`config.mk`:
```
export PLATFORM = sky130hd
export DESIGN_NAME = vidac_line_engine
export DESIGN_NICKNAME = d
export VERILOG_FILES = /design/src/rtl/vidac_line_engine.sv
export SDC_FILE = /design/constraint.sdc
export NUM_CORES = 1
export LEC_CHECK = 0
export CORE_MARGIN = 2
export CORE_UTILIZATION = 60
export CTS_CLUSTER_DIAMETER = 150
export DETAILED_ROUTE_END_ITERATION = 16
export PLACE_DENSITY = 0.78
export SLEW_MARGIN = 15
export SYNTH_ARGS = -nofsm -noshare
export SYNTH_HDL_FRONTEND = slang
export SYNTH_SLANG_ARGS = --single-unit
```
`constraint.sdc`:
```
create_clock -name clock -period 22.9 [get_ports clock]
set_clock_uncertainty 0.1 [all_clocks]
set_input_delay 4.58 -clock clock [delete_from_list [all_inputs] [get_ports clock]]
set_output_delay 4.58 -clock clock [all_outputs]
set_load 0.01 [all_outputs]
```
`src/rtl/vidac_line_engine.sv`:
```
// vidac_line_engine: polls a command block in its 256 KiB window, then
// plots a single pixel (PSET) or a Bresenham line (LINE) into a 320x200
// 8bpp framebuffer at window offset 0. Completion is signalled by writing
// 00h over the opcode byte. All bus outputs are registered and carry the
// values that belong to the state being entered, so a write is on the
// bus during the DRAW/ACK cycle that produces it.
module vidac_line_engine #(
  parameter logic [17:0] CMD_BASE = 18'h20000,
  parameter int          SCR_W    = 320,
  parameter int          SCR_H    = 200
) (
  input  logic        clock,
  input  logic        reset,
  input  logic        cmd,
  output logic [17:0] a,
  input  logic [7:0]  i,
  output logic [7:0]  o,
  output logic        w
);

  localparam logic [2:0] S_IDLE   = 3'd0;
  localparam logic [2:0] S_FETCH  = 3'd1;
  localparam logic [2:0] S_DECODE = 3'd2;
  localparam logic [2:0] S_SETUP  = 3'd3;
  localparam logic [2:0] S_DRAW   = 3'd4;
  localparam logic [2:0] S_ACK    = 3'd5;

  localparam logic [7:0] OP_NOP  = 8'h00;
  localparam logic [7:0] OP_PSET = 8'h01;
  localparam logic [7:0] OP_LINE = 8'h05;

  logic [2:0]  state_q, state_d;
  logic [3:0]  cnt_q, cnt_d;
  logic [17:0] a_q, a_d;
  logic [7:0]  o_q, o_d;
  logic        w_q, w_d;

  // Current pixel, line end point, Bresenham terms and step directions
  logic signed [17:0] x_q, x_d, y_q, y_d;
  logic signed [17:0] xe_q, xe_d, ye_q, ye_d;
  logic signed [17:0] dx_q, dx_d, dy_q, dy_d, err_q, err_d;
  logic               sxn_q, sxn_d, syn_q, syn_d;

  // Captured command block bytes 0..9, flattened little-endian
  logic [79:0] blk_w;
  logic [9:0]  cap_en;

  genvar gi;
  generate
    for (gi = 0; gi < 10; gi++) begin : g_blk
      logic [7:0] b_q;
      // Byte gi arrives one cycle after its address, i.e. in FETCH step gi+1
      assign cap_en[gi] = (state_q == S_FETCH) && (cnt_q == 4'(gi + 1));
      // Capture one command byte when its read data is valid
      always_ff @(posedge clock or posedge reset) begin
        if (reset) begin
          b_q <= 8'h00;
        end else if (cap_en[gi]) begin
          b_q <= i;
        end
      end
      assign blk_w[gi*8 +: 8] = b_q;
    end
  endgenerate

  logic [7:0]         opcode;
  logic [7:0]         color;
  logic signed [17:0] x1, y1, x2, y2;

  assign opcode = blk_w[7:0];
  assign x1     = {{2{blk_w[23]}}, blk_w[23:8]};
  assign y1     = {{2{blk_w[39]}}, blk_w[39:24]};
  assign x2     = {{2{blk_w[55]}}, blk_w[55:40]};
  assign y2     = {{2{blk_w[71]}}, blk_w[71:56]};
  assign color  = blk_w[79:72];

  // Line setup terms, derived directly from the captured end points
  logic signed [17:0] diff_x, diff_y, abs_x, abs_y;
  assign diff_x = x2 - x1;
  assign diff_y = y2 - y1;
  assign abs_x  = diff_x[17] ? -diff_x : diff_x;
  assign abs_y  = diff_y[17] ? -diff_y : diff_y;

  // One Bresenham step from the current pixel; both tests use the old err
  logic signed [18:0] e2;
  logic               step_x, step_y;
  logic signed [17:0] err_n, x_n, y_n;
  assign e2     = {err_q, 1'b0};
  assign step_x = (e2 >= $signed({dy_q[17], dy_q}));
  assign step_y = (e2 <= $signed({dx_q[17], dx_q}));
  assign err_n  = err_q + (step_x ? dy_q : 18'sd0) + (step_y ? dx_q : 18'sd0);
  assign x_n    = step_x ? (sxn_q ? x_q - 18'sd1 : x_q + 18'sd1) : x_q;
  assign y_n    = step_y ? (syn_q ? y_q - 18'sd1 : y_q + 18'sd1) : y_q;

  // Linear framebuffer address y*320+x built from shifts, 17 bits wide
  function automatic logic [17:0] pix_addr(input logic signed [17:0] px,
                                           input logic signed [17:0] py);
    logic [16:0] yv;
    logic [16:0] xv;
    logic [16:0] sum;
    yv  = py[16:0];
    xv  = px[16:0];
    sum = (yv << 8) + (yv << 6) + xv;
    return {1'b0, sum};
  endfunction

  // Off-screen pixels still take their cycle but never strobe w
  function automatic logic pix_on(input logic signed [17:0] px,
                                  input logic signed [17:0] py);
    return (px >= 18'sd0) && (px < $signed(18'(SCR_W))) &&
           (py >= 18'sd0) && (py < $signed(18'(SCR_H)));
  endfunction

  // Next-state and next-output selection for the command sequencer
  always_comb begin
    state_d = state_q;
    cnt_d   = cnt_q;
    a_d     = a_q;
    o_d     = o_q;
    w_d     = 1'b0;
    x_d     = x_q;
    y_d     = y_q;
    xe_d    = xe_q;
    ye_d    = ye_q;
    dx_d    = dx_q;
    dy_d    = dy_q;
    err_d   = err_q;
    sxn_d   = sxn_q;
    syn_d   = syn_q;

    case (state_q)
      S_IDLE: begin
        if (cmd) begin
          state_d = S_FETCH;
          cnt_d   = 4'd0;
          a_d     = CMD_BASE;
        end
      end

      S_FETCH: begin
        cnt_d = cnt_q + 4'd1;
        if (cnt_q < 4'd9) begin
          a_d = CMD_BASE + 18'(cnt_q) + 18'd1;
        end
        if (cnt_q == 4'd10) begin
          state_d = S_DECODE;
        end
      end

      S_DECODE: begin
        case (opcode)
          OP_NOP: begin
            state_d = S_IDLE;
          end
          OP_PSET: begin
            // A PSET is drawn as a one-pixel line ending where it starts
            state_d = S_DRAW;
            x_d     = x1;
            y_d     = y1;
            xe_d    = x1;
            ye_d    = y1;
            a_d     = pix_addr(x1, y1);
            o_d     = color;
            w_d     = pix_on(x1, y1);
          end
          OP_LINE: begin
            state_d = S_SETUP;
          end
          default: begin
            state_d = S_ACK;
            a_d     = CMD_BASE;
            o_d     = 8'h00;
            w_d     = 1'b1;
          end
        endcase
      end

      S_SETUP: begin
        state_d = S_DRAW;
        dx_d    = abs_x;
        dy_d    = -abs_y;
        err_d   = abs_x - abs_y;
        sxn_d   = !(x1 < x2);
        syn_d   = !(y1 < y2);
        x_d     = x1;
        y_d     = y1;
        xe_d    = x2;
        ye_d    = y2;
        a_d     = pix_addr(x1, y1);
        o_d     = color;
        w_d     = pix_on(x1, y1);
      end

      S_DRAW: begin
        if ((x_q == xe_q) && (y_q == ye_q)) begin
          state_d = S_ACK;
          a_d     = CMD_BASE;
          o_d     = 8'h00;
          w_d     = 1'b1;
        end else begin
          x_d   = x_n;
          y_d   = y_n;
          err_d = err_n;
          a_d   = pix_addr(x_n, y_n);
          o_d   = color;
          w_d   = pix_on(x_n, y_n);
        end
      end

      S_ACK: begin
        state_d = S_IDLE;
      end

      default: begin
        state_d = S_IDLE;
      end
    endcase
  end

  // State, bus output and draw registers; reset aborts any command at once
  always_ff @(posedge clock or posedge reset) begin
    if (reset) begin
      state_q <= S_IDLE;
      cnt_q   <= 4'd0;
      a_q     <= 18'd0;
      o_q     <= 8'h00;
      w_q     <= 1'b0;
      x_q     <= 18'sd0;
      y_q     <= 18'sd0;
      xe_q    <= 18'sd0;
      ye_q    <= 18'sd0;
      dx_q    <= 18'sd0;
      dy_q    <= 18'sd0;
      err_q   <= 18'sd0;
      sxn_q   <= 1'b0;
      syn_q   <= 1'b0;
    end else begin
      state_q <= state_d;
      cnt_q   <= cnt_d;
      a_q     <= a_d;
      o_q     <= o_d;
      w_q     <= w_d;
      x_q     <= x_d;
      y_q     <= y_d;
      xe_q    <= xe_d;
      ye_q    <= ye_d;
      dx_q    <= dx_d;
      dy_q    <= dy_d;
      err_q   <= err_d;
      sxn_q   <= sxn_d;
      syn_q   <= syn_d;
    end
  end

  assign a = a_q;
  assign o = o_q;
  assign w = w_q;

endmodule

```
==> flow_summary.yaml <==
placed_design:
  place_hpwl_um: 41200
  dpl-instance-area_um2: 19700
  io_buffer_count: 37
  gp_congestion: 0.984
cts:
  insertion_delay_ns: 0.57
  cts-resized-gates: 0
  postCtsSetupRepairBufs: 0
  ctsHoldBuffers: 0
  cts.reportedPaths.clkPinSlew_ns: 0.06
  root_buffer: "clkbuf_16"
  numCtsBuffers: 27
  max-clock-path-buffers: 3
  htree_levels: 1
  cts_tree: "yes"
  clock_sinks: 238
critical_path:
  worst_setup_path_start_kind: "register"
  cp.required_ns: 23.27
  arrival_ns: 6.94
  critPathBufInv: 3
  path_max_fanout: 17
  endpoint_kind: "register"
  path_delay_family: "compound AO/OA/AOI/OAI gates"
  path_class: "register to register"
  slowest_delay_ns: 0.55
  worst_path_max_delay_cell: "o21ai_1"
sta:
  finalSetupTns_ns: 0
  post-route-period-util_pct: 28.7
  finalHoldViolCount: 0
  setup_viol: 0
  rsz0062_at_grt: "no"
  tightest_slew_ns: 1.20
  period_minus_slack_ns: 6.57
  finalMaxSlewViolations: 0
  slew_headroom_pct: 19.7
  max_freq_mhz: 152
yosys:
  synth.cell_area_um2: 18900
  synth_area_per_cell_um2: 8.83
  synth_seq_cells: 238
  synthesis.nets: 2360
  yosysUniqueCellTypes: 79
  synthFlopType: "dfrtp_1"
  ys_seq_area_share_pct: 31.4
  synth_edf_count: 0
  netlist_instances: 2145
  synth_warnings: 0
  synthArstFlopShare_pct: 100
grt:
  global_route.usage.met1_pct: 48.2
  grt_busiest_layer: "met2"
  antenna_found_initial: 1
  grt_max_degree: 112
  met2_usage_pct: 52.9
  gr-usage-all-layers_pct: 33.9
  met3_usage_pct: 5.82
  grt_overflow_total: 0
  grt_pass1_wl_um: 88600
  grt_pass1_vias: 16200
detailed_routing:
  antenna_left: 0
  wl_per_cell_um: 21.5
  drc: 0
  drt_pre_antenna_iters: 6
  dr.first_iter.drc_count: 1731
  via_per_inst: 6.47
  routed_wl_um: 55300
  num_vias: 16600
cells_and_area:
  n_antenna_cell: 0
  multi_input_area_um2: 12100
  final_util_pct: 65.9
  num-nets-final: 2363
  stdcell_area_um2: 20600
  area_delta_synth_final_pct: 8.92
  drive_gt1_share_pct: 8.81
  regArea_um2: 5960
  fillers: 2469
job:
  max_cap_violations: 0
floorplan:
  die_x_um: 182
  core_um2: 31300
  die_area_um2: 33000
  rows: 65
  ioPinCount: 38
  die_y_um: 182
  initial_core_util_pct: 60.5
worst_hold_path:
  hp-class: "register to register"
status:
  status: "finished, final reports clean"
==> flip-flops by register name, indices dropped and copies added, names as in the netlist <==
name and flops:
w 1, y_q 18, o 8, color 8, cnt_q 4, dx_q 18, state_q 3, err_q 18
a 18, g_blk.b_q 72, dy_q 18, xe_q 16, ye_q 16, x_q 18, syn_q 1, sxn_q 1
==> cell usage in the layout, fill, tap and decap left out, types with 14 or more instances in the layout <==
cell type	instances
a211oi_1	22
a21o_1	36
a21oi_1	185
a31oi_1	18
and3_1	16
buf_4	17
clkbuf_16	27
clkdlybuf4s50_1	37
dfrtp_1	238
fa_1	39
ha_1	165
inv_1	153
mux2_2	97
mux2i_1	16
nand2_1	150
nand2b_1	14
nand3_1	43
nand4_1	14
nor2_1	238
nor2b_1	20
nor3_1	44
nor4_1	19
o211ai_1	19
o21a_1	16
o21ai_0	122
o21bai_1	20
o31ai_1	16
or3_1	15
xnor2_1	110
xor2_1	68
==> cell usage after synthesis, types with 4 or more instances <==
master | count | area share [%]
o21a_1 | 17 | 0.67
nor2b_1 | 20 | 0.66
o22ai_1 | 8 | 0.26
a31oi_1 | 18 | 0.59
ha_1 | 165 | 11
o31a_1 | 4 | 0.18
xor2_1 | 68 | 3.1
fa_1 | 39 | 4.1
buf_1 | 17 | 0.34
a211oi_1 | 22 | 0.87
or2_2 | 4 | 0.13
nor4_1 | 20 | 0.66
dfrtp_1 | 238 | 31
a22o_1 | 10 | 0.46
o41ai_1 | 4 | 0.18
and3_1 | 16 | 0.53
or4_1 | 4 | 0.16
or3_1 | 15 | 0.50
nand3_1 | 43 | 1.1
a222oi_1 | 11 | 0.58
a21o_1 | 36 | 1.4
clkbuf_1 | 63 | 1.2
a31o_2 | 6 | 0.28
nor3_1 | 44 | 1.2
o211ai_1 | 19 | 0.75
o2111ai_1 | 5 | 0.23
xnor2_1 | 110 | 5.1
and2_1 | 6 | 0.20
nor2_1 | 240 | 4.8
o31ai_1 | 16 | 0.63
nand2_1 | 151 | 3.0
a221oi_1 | 7 | 0.32
o21ai_1 | 6 | 0.16
nand2b_1 | 14 | 0.46
nand4_1 | 14 | 0.46
o21ai_0 | 123 | 3.2
a21oi_1 | 185 | 4.9
inv_1 | 154 | 3.1
mux2_2 | 97 | 5.8
a211o_1 | 6 | 0.28
o21bai_1 | 20 | 0.79
mux2i_1 | 16 | 0.85
==> worst reg2reg max path, cell delays in order, from the launching register on <==
cell and delay, ns:
dfrtp_1 0.40, inv_1 0.07, ha_1 0.24, inv_1 0.08, fa_1 0.40, a21o_1 0.19, a21oi_2 0.19, o21a_1 0.18
o31ai_1 0.11, a31o_2 0.30, a221oi_1 0.28, nand3_1 0.10, o21ai_1 0.55, nor2_1 0.08, a21oi_1 0.33, inv_1 0.08
ha_1 0.29, nor2b_1 0.12, o21ai_0 0.19, a21boi_0 0.19, o211ai_1 0.28, a21oi_1 0.15, o31ai_1 0.48, o2111ai_1 0.21
a21oi_1 0.29, o21bai_1 0.10, a2111o_1 0.42, o211ai_1 0.10
==> layout make-up <==
| cell class | count | share of cell area, % |
|---|---|---|
| clock inverters | 11 | 0.873 |
| repair buffers | 54 | 2.41 |
| flip-flops and latches | 238 | 28.9 |
| clock buffers | 38 | 3.77 |
| well taps | 402 | 2.44 |
| inverters | 154 | 2.84 |
| multi-input cells | 1673 | 58.8 |
==> kinds of logic (layout without fill, tap and decap cells) <==
group / after synthesis / in the layout / synth area share [%]
buffers and inverters: 234 / 257 / 4.64
XOR/XNOR: 180 / 180 / 8.47
multiplexers: 114 / 114 / 6.69
AND/OR/NAND/NOR: 612 / 612 / 14.9
adder cells (fa/ha/maj): 205 / 205 / 15.1
AO/OA/AOI/OAI: 562 / 562 / 18.8
flip-flops: 238 / 238 / 31.4
==> worst paths after layout <==
path	slack, ns	from	to	cells past startpoint
max	16.33	g_blk[5].b_q[0]	err_q[17]	27
max in group asynchronous	16.84	reset	g_blk[6].b_q[4]	3
min	0.38	dy_q[4]	dy_q[4]	2
max reg2reg	16.33	g_blk[5].b_q[0]	err_q[17]	27
min in group asynchronous	4.46	reset	g_blk[7].b_q[1]	2
min reg2reg	0.38	dy_q[4]	dy_q[4]	2
==> routing by layer <==
layer | part of all wire, % | wire length [µm]
met1 | 43 | 23800
met4 | 3.5 | 1910
met5 | 0.020 | 11
met3 | 9.2 | 5090
met2 | 44 | 24500
==> per-stage QoR <==
step           std cells  hold slack [ns]  setup slack (ns)
5_1_grt             2570            0.411             15.71
3_5_place_dp        2521            0.370             16.19
6_report            2570            0.377             16.33
2_1_floorplan       2145            0.350             11.69
3_3_place_gp        2521            0.367             16.23
4_1_cts             2570            0.383             16.46
Power is left out: the tool's default activity adds up to more than one toggle a clock period on the data nets, which glitch-free logic cannot reach.
